`config.mk`:
```
export PLATFORM = sky130hd
export DESIGN_NAME = gf2_mul_seq
export DESIGN_NICKNAME = d
export VERILOG_FILES = /design/src/rtl/gf2_mul_seq.sv
export SDC_FILE = /design/constraint.sdc
export NUM_CORES = 1
export LEC_CHECK = 0
export CELL_PAD_IN_SITES_DETAIL_PLACEMENT = 2
export CELL_PAD_IN_SITES_GLOBAL_PLACEMENT = 2
export CORE_AREA = 3 3 138 153
export CTS_CLUSTER_DIAMETER = 200
export DETAILED_ROUTE_END_ITERATION = 10
export DIE_AREA = 0 0 141 156
export MAX_ROUTING_LAYER = met4
export PLACE_DENSITY = 0.87
export SLEW_MARGIN = 30
export SYNTH_ARGS = -nofsm -noshare
export SYNTH_HDL_FRONTEND = slang
export SYNTH_SLANG_ARGS = --single-unit
```
`constraint.sdc`:
```
create_clock -name clk -period 5.4 [get_ports clk]
set_input_delay 1.08 -clock clk [delete_from_list [all_inputs] [get_ports clk]]
set_output_delay 1.08 -clock clk [all_outputs]
set_load 0.02 [all_outputs]
```
`src/rtl/gf2_mul_seq.sv`:
```
// Digit-serial carry-less multiplier over GF(2)[x] with optional reduction
// modulo x^WIDTH + POLY_LO; one operation in flight, valid/ready on both sides.
module gf2_mul_seq #(
  parameter int unsigned      WIDTH   = 16,
  parameter int unsigned      DIGIT   = 4,
  parameter logic [WIDTH-1:0] POLY_LO = WIDTH'(16'h002B)
) (
  input  logic                 clk,
  input  logic                 rst,
  input  logic                 in_valid,
  output logic                 in_ready,
  input  logic [WIDTH-1:0]     a,
  input  logic [WIDTH-1:0]     b,
  input  logic                 reduce,
  output logic                 out_valid,
  input  logic                 out_ready,
  output logic [2*WIDTH-2:0]   y,
  output logic                 busy
);

  localparam int unsigned ACC_W = 2 * WIDTH - 1;
  localparam int unsigned NM    = WIDTH / DIGIT;
  localparam int unsigned NR    = (WIDTH - 1 + DIGIT - 1) / DIGIT;
  localparam int unsigned CNT_W = $clog2(WIDTH + 1);
  localparam int unsigned IDX_W = $clog2(ACC_W);
  localparam logic [ACC_W-1:0] POLY_EXT = ACC_W'({1'b1, POLY_LO});

  if ((WIDTH < 2) || (DIGIT < 1) || (DIGIT > WIDTH) || ((WIDTH % DIGIT) != 0)) begin : g_bad_params
    $error("gf2_mul_seq: need WIDTH >= 2, 1 <= DIGIT <= WIDTH and WIDTH %% DIGIT == 0");
  end

  typedef enum logic [1:0] {IDLE, MUL, RED, DONE} state_t;

  state_t             state_q, state_n;
  logic [WIDTH-1:0]   a_q, b_q;
  logic               red_q;
  logic [ACC_W-1:0]   acc_q, acc_n;
  logic [CNT_W-1:0]   k_q, k_n;
  logic               capture;

  logic [DIGIT-1:0]   digit;
  logic [ACC_W-1:0]   pp;
  logic [ACC_W-1:0]   acc_mul;
  logic [ACC_W-1:0]   acc_red;
  int                 red_pos;

  // One MUL step: shift accumulator by a digit and add the digit's partial products.
  always_comb begin
    digit = DIGIT'((b_q << (int'(k_q) * int'(DIGIT))) >> (WIDTH - DIGIT));
    pp    = '0;
    for (int j = 0; j < int'(DIGIT); j++) begin
      if (digit[j]) pp = pp ^ (ACC_W'(a_q) << j);
    end
    acc_mul = (acc_q << DIGIT) ^ pp;
  end

  // One RED step: clear DIGIT top positions of the window, highest first, chained.
  always_comb begin
    acc_red = acc_q;
    red_pos = 0;
    for (int i = 0; i < int'(DIGIT); i++) begin
      red_pos = int'(ACC_W - 1) - int'(k_q) * int'(DIGIT) - i;
      if ((red_pos >= int'(WIDTH)) && acc_red[IDX_W'(red_pos)]) begin
        acc_red = acc_red ^ (POLY_EXT << (red_pos - int'(WIDTH)));
      end
    end
  end

  // Next state and datapath updates.
  always_comb begin
    state_n = state_q;
    acc_n   = acc_q;
    k_n     = k_q;
    capture = 1'b0;
    unique case (state_q)
      IDLE: begin
        if (in_valid) begin
          capture = 1'b1;
          acc_n   = '0;
          k_n     = '0;
          state_n = MUL;
        end
      end
      MUL: begin
        acc_n = acc_mul;
        if (k_q == CNT_W'(NM - 1)) begin
          k_n     = '0;
          state_n = red_q ? RED : DONE;
        end else begin
          k_n = CNT_W'(k_q + 1'b1);
        end
      end
      RED: begin
        acc_n = acc_red;
        if (k_q == CNT_W'(NR - 1)) begin
          k_n     = '0;
          state_n = DONE;
        end else begin
          k_n = CNT_W'(k_q + 1'b1);
        end
      end
      DONE: begin
        if (out_ready) state_n = IDLE;
      end
      default: state_n = IDLE;
    endcase
  end

  always_ff @(posedge clk or posedge rst) begin
    if (rst) begin
      state_q   <= IDLE;
      a_q       <= '0;
      b_q       <= '0;
      red_q     <= 1'b0;
      acc_q     <= '0;
      k_q       <= '0;
      in_ready  <= 1'b1;
      out_valid <= 1'b0;
      busy      <= 1'b0;
    end else begin
      state_q   <= state_n;
      acc_q     <= acc_n;
      k_q       <= k_n;
      if (capture) begin
        a_q   <= a;
        b_q   <= b;
        red_q <= reduce;
      end
      in_ready  <= (state_n == IDLE);
      out_valid <= (state_n == DONE);
      busy      <= (state_n != IDLE);
    end
  end

  assign y = acc_q;

endmodule

```
### Word-level counts from Yosys, hierarchy flattened

Index checks and enable logic that the tools add are counted.

* register bits after elaboration: 74
* latch bits: 0
* memory bits (writable): 0
* bits in read-only memories: 0
* input port bits: 37
* output and inout port bits: 34
* logic and storage cells: 90
* memories kept: 0

* add/sub/neg operators: 9
* multiply operators: 0
* div/mod/pow operators: 0
* order comparisons: 8
* equality and inequality tests: 6
* shift operators: 5
* mux-type cells: 33
* bitwise operators: 8
* reductions and logical operators: 12

Operators by type and width (count)
* two-way mux 31 bit: 8
* XOR 31 bit: 5
* left shift 17 x 32 -> 31 bit (first input constant): 4
* case mux 31 bit (3 select lines): 1
* >= comparator 32 x 6 -> 1 bit (second input constant): 2
* subtractor 32 x 6 -> 32 bit (second input constant): 2
* XOR 31 x 18 -> 31 bit: 1
* XOR 31 x 19 -> 31 bit: 1
* less-than comparator 5 x 7 -> 1 bit (second input constant): 4
* binary-select mux 1 bit (select 5 bit): 4
* subtractor 8 x 3 -> 9 bit (second input constant): 2
* XOR 16 x 17 -> 17 bit: 1
* two-way mux 16 bit: 1
* left shift 16 x 7 -> 16 bit: 1
* two-way mux 1 bit: 11
* two-way mux 5 bit: 2
* case mux 5 bit (2 select lines): 1
* subtractor 9 x 6 -> 10 bit (second input constant): 1
* >= comparator 9 x 6 -> 1 bit (second input constant): 1
* subtractor 8 x 2 -> 9 bit (second input constant): 1
* subtractor 8 x 6 -> 9 bit (second input constant): 1
* >= comparator 8 x 6 -> 1 bit (second input constant): 1
* two-way mux 2 bit: 4
* case mux 2 bit (4 select lines): 1
* 12 further kinds: 20

### Depth between registers and ports, before layout

Gate-level depths: netlist (run 1).

* word-level depth: 22
* gate-level depth with buffers: 16
* depth with buffers taken out: 14

### Least setup slack after synthesis (run 1)

No wires, ideal clock.

* path kind: reg-to-reg
* from: reg k_q[3]
* to: reg acc_q[10] (netlist: y[10])
* setup time: 0.124 ns
* arrival: 4.009 ns
* data required time: 5.276 ns
* setup slack: 1.267 ns
* stages on the path, launching flop included: 16
* buffers on the path: 2
* period minus slack after synthesis: 4.133 ns
* cell sequence: dfrtp_1 -> inv_1 -> ha_1 -> clkbuf_1 -> inv_1 -> o21ai_0 -> ha_1 -> a2111o_1 -> nor4_1 -> mux2_2 -> a2111oi_4 -> or2_2 -> buf_6 -> a21oi_1 -> a211o_1 -> a211o_1

* cells in the longest elaborated chain, start to end: 21
* elaborated cells between the ends (all ways): 47
* those cells by class: 8 x add/sub; 4 x order compare; 5 x shift; 18 x mux; 8 x bitwise; 4 x reduce/logical

Ends and longest elaborated chain
* from (decl): line 38 `logic [CNT_W-1:0] k_q, k_n;`
* from (signal assigned): line 123 `k_q <= k_n;`
* subtractor 5 x 7 -> 8 bit: line 62 `red_pos = int'(ACC_W - 1) - int'(k_q) * int'(DIGIT) - i;`
* subtractor 8 x 6 -> 9 bit: line 64 `acc_red = acc_red ^ (POLY_EXT << (red_pos - int'(WIDTH)));`
* left shift 17 x 32 -> 31 bit: line 64
* XOR 31 bit: line 64
* two-way mux 31 bit: line 63 `if ((red_pos >= int'(WIDTH)) && acc_red[IDX_W'(red_pos)]) begin`
* binary-select mux 1 bit (select 5 bit): line 63
* two-way mux 1 bit (implied by the code) (2 in a row): line 63
* logical AND 1 bit: line 63
* [2 not listed]
* two-way mux 1 bit (implied by the code) (2 in a row): line 63
* logical AND 1 bit: line 63
* two-way mux 31 bit: line 63
* binary-select mux 1 bit (select 5 bit): line 63
* two-way mux 1 bit (implied by the code) (2 in a row): line 63
* logical AND 1 bit: line 63
* two-way mux 31 bit: line 63
* case mux 31 bit (3 select lines) *: line 75 `unique case (state_q)`
* to (signal assigned): line 122 `acc_q <= acc_n;`
* to (decl): line 37 `logic [ACC_W-1:0] acc_q, acc_n;`

Mark *: on every way between the ends. The rest lies on a longest branch, timed or not. The select of a mux whose other input is x is not followed.
A chain may end at the register's enable or synchronous reset.

### Worst setup path in the final report (run 1)

Ends and elaborated chain as after synthesis.

==> results of run 1 <==
-- worst paths after layout --
check,from,end,slack (ns)
min in group asynchronous,rst,b_q[6],1.16
min reg2reg,b_q[12],b_q[12],0.51
max reg2reg,k_q[3],y[10],0.70
min,b_q[12],b_q[12],0.51
max in group asynchronous,rst,in_ready,3.24
max,k_q[3],y[10],0.70
-- state kept, by name, summed over array words and instances (netlist names) --
| signal | count |
|---|---|
| a_q | 16 |
| b_q | 16 |
| busy | 1 |
| in_ready | 1 |
| k_q | 5 |
| out_valid | 1 |
| red_q | 1 |
| state_q | 2 |
| y | 31 |
-- cell usage in the layout, fill, tap and decap left out, types with 4 or more instances in the layout --
cell type and count:
and2_1 8, o31ai_1 8, a21oi_1 21, nor3_1 15
o211ai_1 4, mux2_2 36, nand2_1 111, mux4_2 8
clkdlybuf4s50_1 70, xor2_1 41, nand2b_1 8, dfrtp_1 72
nor2_1 51, a32oi_1 6, inv_1 18, nand3_1 20
buf_4 12, nor4_1 8, and3_1 12, nand4_1 7
or3_1 8, mux2i_1 8, o21ai_0 35, nor2b_1 15
ha_1 14, a221o_1 8, clkbuf_16 9, a31oi_1 9
xnor2_1 67, or2_0 4, a22oi_1 16
-- layer usage --
metal,vias up,track usage
met3,48,0.0294
met4,0,0.0946
met5,-,-
li1,2697,-
met1,3028,0.270
met2,164,0.386
-- where the power goes --
| group | internal, mW | switching (mW) |
|---|---|---|
| sequential | 0.753 | 0.267 |
| combinational | 1.27 | 1.95 |
| clock | 0.376 | 0.285 |
-- per-stage QoR --
| stage | hold slack (ns) | power, mW | util | std cells |
|---|---|---|---|---|
| 2_1_floorplan | 0.474 | 3.25 | - | 739 |
| 3_3_place_gp | 0.483 | 4.02 | 0.361 | 1022 |
| 3_5_place_dp | 0.493 | 4.19 | 0.361 | 1022 |
| 4_1_cts | 0.509 | 4.91 | 0.377 | 1038 |
| 5_1_grt | 0.513 | 5.23 | 0.377 | 1038 |
| 6_report | 0.510 | 4.90 | 0.377 | 1038 |
-- layout make-up --
| type | count | area, um2 | share of cell area |
|---|---|---|---|
| sequential | 74 | 1850 | 0.248 |
| inverter | 19 | 72.6 | 0.00972 |
| clock inverter | 6 | 72.6 | 0.00972 |
| timing repair buffer | 82 | 791 | 0.106 |
| multi-input combinational | 595 | 4120 | 0.552 |
| clock buffer | 10 | 239 | 0.0320 |
| tap | 252 | 315 | 0.0422 |
-- cells by family after synthesis --
kind of cell    after synthesis  share of synthesized area
flops                        74                      0.296
compound gates              140                      0.157
mux                          52                      0.106
xor+xnor                    108                      0.151
simple gates                281                      0.216
fa+ha+maj                    14                     0.0280
buf+inv                      70                     0.0454
==> summary.txt, run 1 <==
Route
  – Metal2 WL: 12.2 mm
  – Routed WL: ~24 mm
  – Iter 0 DRT Violations: about 410
  – DRC viols: 0
  – Post-DR wirelength/cell: around 23 um
  – Pre-antenna DRT Iters: 5
  – Via count: roughly 5900
  – Routed wl met3: between 1 and 1.5 mm
  – Post-DRT Antenna Nets: 0
  – DR vias/cell: roughly 5.7
  – DRT met1 WL: approximately 10 mm
  – Top layer in use: met4

Clock tree
  – H-tree depth: 3
  – Clock Tree Buf Depth: 2
  – Clock slew at reported path FFs: 0.07 ns
  – Clk_lat worst skew: 0.36 ns
  – Post-CTS Setup Bufs: 0
  – TritonCTS clock tree: done
  – Gates resized, CTS repair: 0
  – Clk sink count: 74
  – Cts bufs inserted: 9
  – Root Driver: clkbuf_16
  – CTS hold repair buffers: 0

Yosys
  – Dominant cell by count in the synthesized netlist: nand2_1
  – Main flop type after synthesis: dfrtp_1
  – Commonest cells in the netlist: nand2_1 (111), dfrtp_1 (73), xnor2_1 (67), nor2_1 (51), xor2_1 (41)
  – Synthesized area: roughly 6300 um2
  – Leading area contributor after synthesis: dfrtp_1
  – Mean Syn Cell Area: about 8.5 um2
  – Synth warn: 0
  – Distinct cells, synth: 66
  – Sequential area share after synthesis: 0.296
  – Synth Register Bits: between 70 and 80
  – Ys async rst share: 1.00
  – Main area contributors after synthesis: dfrtp_1 (29%), xnor2_1 (9.4%), nand2_1 (6.7%)
  – EDFF count, synth: 0
  – Cells after Synth: 739
  – Top cell type's share of synthesized area: 0.292
  – Mapped Nets: slightly below 800

Finish
  – Final Cell Area: around 7500 um2
  – Final-stage net count: 832
  – Layout cells sized above 1: 0.111
  – Filler Cell Count: around 2200
  – Area delta synth->final: 19.3%
  – # diodes: 0

Timing
  – Slew Limit Fails: 0
  – Setup TNS: 0 ns
  – Final hold violations: 0
  – Fin Clk Skew: about 0.0073 ns
  – Setup ws final: about 0.7 ns
  – Slew HR: 0.395
  – Final setup fails: 0
  – Worst slew pin tran: 0.901 ns
  – RSZ-0062 raised after global routing: false
  – Part of the cycle the worst path needs: 0.870
  – Crit path time final: roughly 4.7 ns
  – Max Freq: 213 MHz

Setup path
  – Startpoint class of the critical path: register
  – CP Class: register to register
  – Crit path DAT: around 4.9 ns
  – Max stage delay on crit path: approximately 0.56 ns
  – Family with the most delay on the worst path: compound AO/OA/AOI/OAI gates
  – Instance count on the critical path: 13
  – CP max FO: 14
  – CP cell instances: inv_1 > ha_1 > inv_1 > o21ai_0 > ha_1 > a2111o_1 > nor4_1 > mux2_2 > a2111oi_4 > nor2_2 > a2111oi_0 > o31ai_1 > a211o_1
  – Reg2reg path depth: 13
  – Worst EP required: roughly 5.6 ns
  – Worst setup EP type: register
  – Slowest cell on the critical path: ha_1
  – Buf+Inv Stages, Crit Path: 2

Min path
  – Min-delay worst type: register to register
  – Hold-critical path depth: 1

Floorplan
  – Core footprint: a little under 20000 um2
  – Die extent in x: 141 um
  – Die area: approximately 22000 um2
  – Row count: 54
  – I/O Pins: just over 70
  – Initial core utilization: 0.316
  – Die height: ~160 um

GRT
  – Largest net degree at the start of global routing: between 40 and 50
  – Total GRT Usage: 0.227
  – Grt ovf: 0
  – Antenna violations before repair: 0
  – Vias in the first global route: 6495
  – Global-route wire length before repair: 38.0 mm

Placed design
  – Hpwl dp: 17.5 mm
  – Placed cell area: around 7200 um2
  – GP Congestion: between 0.9 and 1
  – IO buf count: 70
  – Setup WS pre-CTS: 0.795 ns

Power
  – Power density cells: around 660 nW/um2
  – Peak supply drop: approximately 0.24 mV
  – Pleak: between 2 and 3 nW

Status
  – Status: finished, final reports clean

Job
  – Max-cap check violation count: 0
(Power assumes the default switching activity.)
==> inputs of run 2 (changes only) <==
--- a/config.mk
+++ b/config.mk
@@ -13,6 +13,7 @@
 export DIE_AREA = 0 0 141 156
 export MAX_ROUTING_LAYER = met4
 export PLACE_DENSITY = 0.87
+export RECOVER_POWER = 25
 export SLEW_MARGIN = 30
 export SYNTH_ARGS = -nofsm -noshare
 export SYNTH_HDL_FRONTEND = slang
==> summary.txt, run 2 (synthesized netlist as in run 1, its figures left out) <==
Clock tree
  – TritonCTS clock tree: done (unchanged)
  – CTS hold repair buffers: 0 (unchanged)
  – Root Driver: clkbuf_16 (unchanged)
  – Gates resized, CTS repair: 0 (unchanged)
  – H-tree depth: 3 (unchanged)
  – Clk sink count: 74 (unchanged)
  – Clk_lat worst skew: 0.36 ns (about the same)
  – Clock Tree Buf Depth: 2 (unchanged)
  – Cts bufs inserted: 9 (unchanged)
  – Clock slew at reported path FFs: 0.07 ns (about the same)
  – Post-CTS Setup Bufs: 0 (unchanged)

GRT
  – Antenna violations before repair: 0 (unchanged)
  – Largest net degree at the start of global routing: 42 (unchanged)
  – Total GRT Usage: 0.227 (unchanged)
  – Vias in the first global route: 6495 (unchanged)
  – Global-route wire length before repair: 38.0 mm (unchanged)
  – Grt ovf: 0 (unchanged)

Timing
  – Worst hold margin: 0.510 ns (about the same)
  – Max Freq: 213 MHz (about the same)
  – Crit path time final: 4.70 ns (about the same)
  – Worst slew pin tran: 1.94 ns (was 0.901 ns)
  – Part of the cycle the worst path needs: 0.871 (was 0.870)
  – Fin Clk Skew: 0.00721 ns (was 0.00729 ns)
  – Final setup fails: 0 (unchanged)
  – RSZ-0062 raised after global routing: false (unchanged)
  – Final hold violations: 0 (unchanged)
  – Setup TNS: 0 ns (unchanged)
  – Slew HR: -0.291 (was 0.395)
  – Slew Limit Fails: 78 (was 0)

Job
  – Max-cap check violation count: 2 (was 0)

Finish
  – # diodes: 0 (unchanged)
  – Layout cells sized above 1: 0.109 (was 0.111)
  – Fin util: 0.377 (about the same)
  – Most common cell after layout, fill and taps aside: nand2_1 (unchanged)
  – Max reg flops: 31 (unchanged)
  – Register Area: 1850 um2 (unchanged)
  – Final-stage net count: 832 (unchanged)
  – Most frequent cells in the layout: nand2_1 (111), dfrtp_1 (72), clkdlybuf4s50_1 (68) (was nand2_1 (111), dfrtp_1 (72), clkdlybuf4s50_1 (70))
  – Filler Cell Count: 2223 (unchanged)
  – Multi-input gate area: 4120 um2 (unchanged)
  – Area delta synth->final: 19.3% (about the same)

Power
  – Peak supply drop: 0.237 mV (was 0.236 mV)
  – Power density cells: 656 nW/um2 (about the same)
  – NetSw: 2.50 mW (about the same)
  – Clock network fraction of total power: 0.135 (about the same)
  – Pleak: 2.95 nW (was 2.96 nW)
  – P_int: 2.40 mW (about the same)
  – Flop pwr share: 0.208 (about the same)
  – Sw Share: 0.510 (about the same)
  – Combinational Power Share: 0.657 (about the same)

Setup path
  – Worst EP required: 5.64 ns (about the same)
  – Startpoint class of the critical path: register (unchanged)
  – CP cell instances: inv_1 > ha_1 > inv_1 > o21ai_0 > ha_1 > a2111o_1 > nor4_1 > mux2_2 > a2111oi_4 > nor2_2 > a2111oi_0 > o31ai_1 > a211o_1 (unchanged)
  – CP max FO: 14 (unchanged)
  – Max stage delay on crit path: 0.56 ns (about the same)
  – Slowest cell on the critical path: ha_1 (unchanged)
  – CP Class: register to register (unchanged)
  – Worst setup EP type: register (unchanged)
  – R2R Setup Slk: 0.70 ns (about the same)
  – Crit path DAT: 4.94 ns (about the same)

Placed design
  – GP Congestion: 0.904 (unchanged)
  – Hpwl dp: 17.5 mm (unchanged)
  – IO buf count: 70 (unchanged)

Floorplan
  – I/O Pins: 71 (unchanged)
  – Die height: 156 um (unchanged)
  – Die area: 22000 um2 (unchanged)
  – Core footprint: 19800 um2 (unchanged)
  – Die extent in x: 141 um (unchanged)
  – Initial core utilization: 0.316 (unchanged)
  – Row count: 54 (unchanged)

Status
  – Failing checks: max-capacitance violations, max-slew violations
  – Status: complete, but fails checks (was finished, final reports clean)

Route
  – DR vias/cell: 5.72 (about the same)
  – Post-DRT Antenna Nets: 0 (unchanged)
  – Routed WL: 24.1 mm (about the same)
  – Pre-antenna DRT Iters: 5 (unchanged)
  – Post-DR wirelength/cell: 23.2 um (about the same)
  – Iter 0 DRT Violations: 409 (unchanged)
  – Via count: 5940 (was 5937)
  – DRC viols: 0 (unchanged)

Min path
  – Min-delay worst type: register to register (unchanged)
run 2: per-layer routing:
| metal | routed length (um) | GRT usage | part of all wire | up-vias |
|---|---|---|---|---|
| met5 | 0 | - | 0 | - |
| met4 | 823 | 0.0946 | 0.034 | 0 |
| met3 | 1020 | 0.0294 | 0.042 | 48 |
| met2 | 12200 | 0.386 | 0.51 | 157 |
| met1 | 10000 | 0.270 | 0.42 | 3038 |
| li1 | - | - | - | 2697 |
run 2: worst max-delay path, delay by kind of cell (launching register included):
kind	cells	cell delay, ns
AO/OA/AOI/OAI	6	1.97
flip-flops	1	0.44
buffers and inverters	2	0.40
AND/OR/NAND/NOR	2	0.53
adder cells (fa/ha/maj)	2	0.84
multiplexers	1	0.40
run 2: power by group through the flow:
| stage | Clock (mW) | Sequential [mW] | Combinational [mW] |
|---|---|---|---|
| finish | 0.662 | 1.02 | 3.22 |
| global route | 0.693 | 1.05 | 3.50 |
| CTS | 0.675 | 1.02 | 3.22 |
| detailed placement | 0 | 1.02 | 3.16 |
| global placement | 0 | 1.01 | 3.02 |
| floorplan | 0 | 0.960 | 2.29 |
run 2: worst paths after layout:
| check | start | depth (start not counted) | end |
|---|---|---|---|
| max | k_q[3] | 13 | y[10] |
| min | b_q[12] | 1 | b_q[12] |
| max reg2reg | k_q[3] | 13 | y[10] |
| min reg2reg | b_q[12] | 1 | b_q[12] |
| max in group asynchronous | rst | 3 | in_ready |
| min in group asynchronous | rst | 2 | b_q[6] |
run 2: final cells by class:
cell class	instances	share of cell area
clock buffers	10	0.0320
clock inverters	6	0.00973
repair buffers	82	0.105
multi-input cells	595	0.552
inverters	19	0.00973
well taps	252	0.0423
flip-flops and latches	74	0.248
run 2: stage by stage:
stage	worst slack, ns	total power, mW	std cells	cell area, um2
2_1_floorplan	1.27	3.25	739	6260
3_3_place_gp	1.01	4.02	1022	7150
3_5_place_dp	0.795	4.19	1022	7150
4_1_cts	0.723	4.91	1038	7470
5_1_grt	0.268	5.24	1038	7460
6_report	0.698	4.90	1038	7460
==> inputs of run 3 (changes only) <==
--- a/config.mk
+++ b/config.mk
@@ -7,12 +7,12 @@
 export LEC_CHECK = 0
 export CELL_PAD_IN_SITES_DETAIL_PLACEMENT = 2
 export CELL_PAD_IN_SITES_GLOBAL_PLACEMENT = 2
-export CORE_AREA = 3 3 138 153
+export CORE_AREA = 3 3 132 147
 export CTS_CLUSTER_DIAMETER = 200
 export DETAILED_ROUTE_END_ITERATION = 10
-export DIE_AREA = 0 0 141 156
+export DIE_AREA = 0 0 135 150
 export MAX_ROUTING_LAYER = met4
-export PLACE_DENSITY = 0.87
+export PLACE_DENSITY = 0.76
 export RECOVER_POWER = 25
 export SLEW_MARGIN = 30
 export SYNTH_ARGS = -nofsm -noshare
==> summary.txt, run 3 (synthesized netlist as in run 1, its figures left out) <==
Placed design
  – GP Congestion: 0.942 (was 0.904)
  – IO buf count: 70 (unchanged)
  – Setup WS pre-CTS: 0.629 ns (was 0.795 ns)
  – Placed insts: 1015 (was 1022)
  – Hpwl dp: 17.4 mm (was 17.5 mm)

Timing
  – Part of the cycle the worst path needs: 0.895 (was 0.871)
  – Slew Limit Fails: 56 (was 78)
  – Final hold violations: 0 (unchanged)
  – Setup TNS: 0 ns (unchanged)
  – Setup ws final: 0.570 ns (was 0.698 ns)
  – RSZ-0062 raised after global routing: false (unchanged)
  – Fin Clk Skew: 0.00808 ns (was 0.00721 ns)
  – Slew HR: -0.779 (was -0.291)
  – Max Freq: 207 MHz (was 213 MHz)
  – Crit path time final: 4.83 ns (was 4.70 ns)
  – Worst hold margin: 0.504 ns (was 0.510 ns)
  – Final setup fails: 0 (unchanged)
  – Worst slew pin tran: 2.65 ns (was 1.94 ns)

GRT
  – Global-route wire length before repair: 37.7 mm (was 38.0 mm)
  – Total GRT Usage: 0.244 (was 0.227)
  – Antenna violations before repair: 0 (unchanged)
  – Grt ovf: 0 (unchanged)
  – Vias in the first global route: 6395 (was 6495)
  – Largest net degree at the start of global routing: 56 (was 42)

Setup path
  – Worst setup EP type: register (unchanged)
  – Crit path DAT: 5.07 ns (was 4.94 ns)
  – CP cell instances: inv_1 > ha_1 > inv_1 > o21ai_0 > ha_1 > a2111o_1 > nor4_1 > mux2_2 > a2111oi_4 > nor2_2 > a2111oi_0 > o31ai_1 > a211o_1 (unchanged)
  – Family with the most delay on the worst path: compound AO/OA/AOI/OAI gates (unchanged)
  – Reg2reg path depth: 13 (unchanged)
  – Slowest cell on the critical path: ha_1 (unchanged)
  – Worst EP required: 5.64 ns (about the same)
  – R2R Setup Slk: 0.57 ns (was 0.70 ns)
  – Max stage delay on crit path: 0.59 ns (was 0.56 ns)
  – Buf+Inv Stages, Crit Path: 2 (unchanged)
  – Startpoint class of the critical path: register (unchanged)
  – Worst r2r src: k_q[3] (unchanged)
  – CP Class: register to register (unchanged)
  – Reg2reg end: y[10] (unchanged)
  – CP max FO: 14 (unchanged)

Finish
  – Final-stage net count: 834 (was 832)
  – Max reg flops: 31 (unchanged)
  – Final std cells w/o fill: 1031 (was 1038)
  – Most frequent cells in the layout: nand2_1 (111), dfrtp_1 (72), clkdlybuf4s50_1 (69) (was nand2_1 (111), dfrtp_1 (72), clkdlybuf4s50_1 (68))
  – Most common cell after layout, fill and taps aside: nand2_1 (unchanged)
  – Filler Cell Count: 2017 (was 2223)
  – Area delta synth->final: 19.2% (was 19.3%)
  – Layout cells sized above 1: 0.113 (was 0.109)
  – # diodes: 0 (unchanged)

Status
  – Status: complete, but fails checks (unchanged)
  – Failing checks: max-capacitance violations, max-slew violations (unchanged)

Floorplan
  – Row count: 52 (was 54)
  – Die height: 150 um (was 156 um)
  – Die extent in x: 135 um (was 141 um)
  – Core footprint: 18200 um2 (was 19800 um2)
  – Die area: 20300 um2 (was 22000 um2)
  – Initial core utilization: 0.345 (was 0.316)
  – I/O Pins: 71 (unchanged)

Route
  – Routed WL: 23.4 mm (was 24.1 mm)
  – Via count: 5792 (was 5940)
  – Iter 0 DRT Violations: 318 (was 409)
  – Post-DR wirelength/cell: 22.7 um (was 23.2 um)
  – Post-DRT Antenna Nets: 0 (unchanged)
  – DRC viols: 0 (unchanged)
  – DR vias/cell: 5.62 (was 5.72)
  – Pre-antenna DRT Iters: 4 (was 5)

Clock tree
  – Post-CTS Setup Bufs: 0 (unchanged)
  – Gates resized, CTS repair: 0 (unchanged)
  – Root Driver: clkbuf_16 (unchanged)
  – Cts bufs inserted: 9 (unchanged)
  – Clk_lat worst skew: 0.35 ns (was 0.36 ns)
  – TritonCTS clock tree: done (unchanged)
  – Clock Tree Buf Depth: 2 (unchanged)
  – Clock slew at reported path FFs: 0.06 ns (was 0.07 ns)
  – CTS hold repair buffers: 0 (unchanged)
  – Clk sink count: 74 (unchanged)
  – H-tree depth: 3 (unchanged)

Power
  – Peak supply drop: 0.246 mV (was 0.237 mV)
  – Clock network fraction of total power: 0.131 (was 0.135)
  – Sw Share: 0.506 (was 0.510)
  – Power density cells: 649 nW/um2 (was 656 nW/um2)
  – NetSw: 2.45 mW (was 2.50 mW)
  – Flop pwr share: 0.204 (was 0.208)
  – P_int: 2.39 mW (was 2.40 mW)
  – Combinational Power Share: 0.665 (was 0.657)
  – Pleak: 2.96 nW (was 2.95 nW)

Min path
  – Hold-critical path depth: 1 (unchanged)
  – Hold path endpoint: b_q[1] (was b_q[12])
  – Min-delay worst type: register to register (unchanged)
  – Worst Hold Launch: b_q[1] (was b_q[12])

Job
  – Max-cap check violation count: 1 (was 2)
run 3: per-layer routing:
metal,wire [um],track usage
met1,10200,0.302
met4,338,0.0504
met5,0,-
met3,594,0.0242
met2,12300,0.434
run 3: how the worst max path moves through the flow:
stage                     startpoint  slack, ns    end  cells past startpoint
final                         k_q[3]       0.57  y[10]                     13
after CTS                     k_q[3]       0.62  y[10]                     13
after detailed placement      k_q[3]       0.63  y[10]                     13
after global placement        k_q[3]       0.88  y[10]                     13
after global routing          k_q[3]       0.14  y[10]                     13
after floorplan               k_q[3]       1.27  y[10]                     15
run 3: power by group through the flow:
stage	Sequential, mW	Clock (mW)	Combinational, mW
global placement	0.970	0	3.09
finish	0.988	0.634	3.22
floorplan	0.960	0	2.29
global route	1.02	0.669	3.52
detailed placement	0.993	0	3.21
CTS	0.990	0.644	3.23
run 3: worst reg2reg max path, stage by stage (launching register included):
cell,delay [ns]
dfrtp_1,0.44
inv_1,0.26
ha_1,0.59
inv_1,0.14
o21ai_0,0.18
ha_1,0.28
a2111o_1,0.48
nor4_1,0.34
mux2_2,0.40
a2111oi_4,0.39
nor2_2,0.18
a2111oi_0,0.58
o31ai_1,0.17
a211o_1,0.28
run 3: area by class of cell:
class	instances	area [um2]	area share
Timing Repair Buffer	84	806	0.108
Tap cell	243	304	0.0408
Clock buffer	9	225	0.0302
Inverter	19	72.6	0.00973
Clock inverter	7	76.3	0.0102
Multi-Input combinational cell	595	4120	0.552
Sequential cell	74	1850	0.249
run 3: metrics by stage:
step	total power, mW	instance area [um2]	utilization
2_1_floorplan	3.25	6260	-
3_3_place_gp	4.06	7160	0.394
3_5_place_dp	4.21	7160	0.395
4_1_cts	4.87	7460	0.411
5_1_grt	5.21	7460	0.411
6_report	4.84	7460	0.411
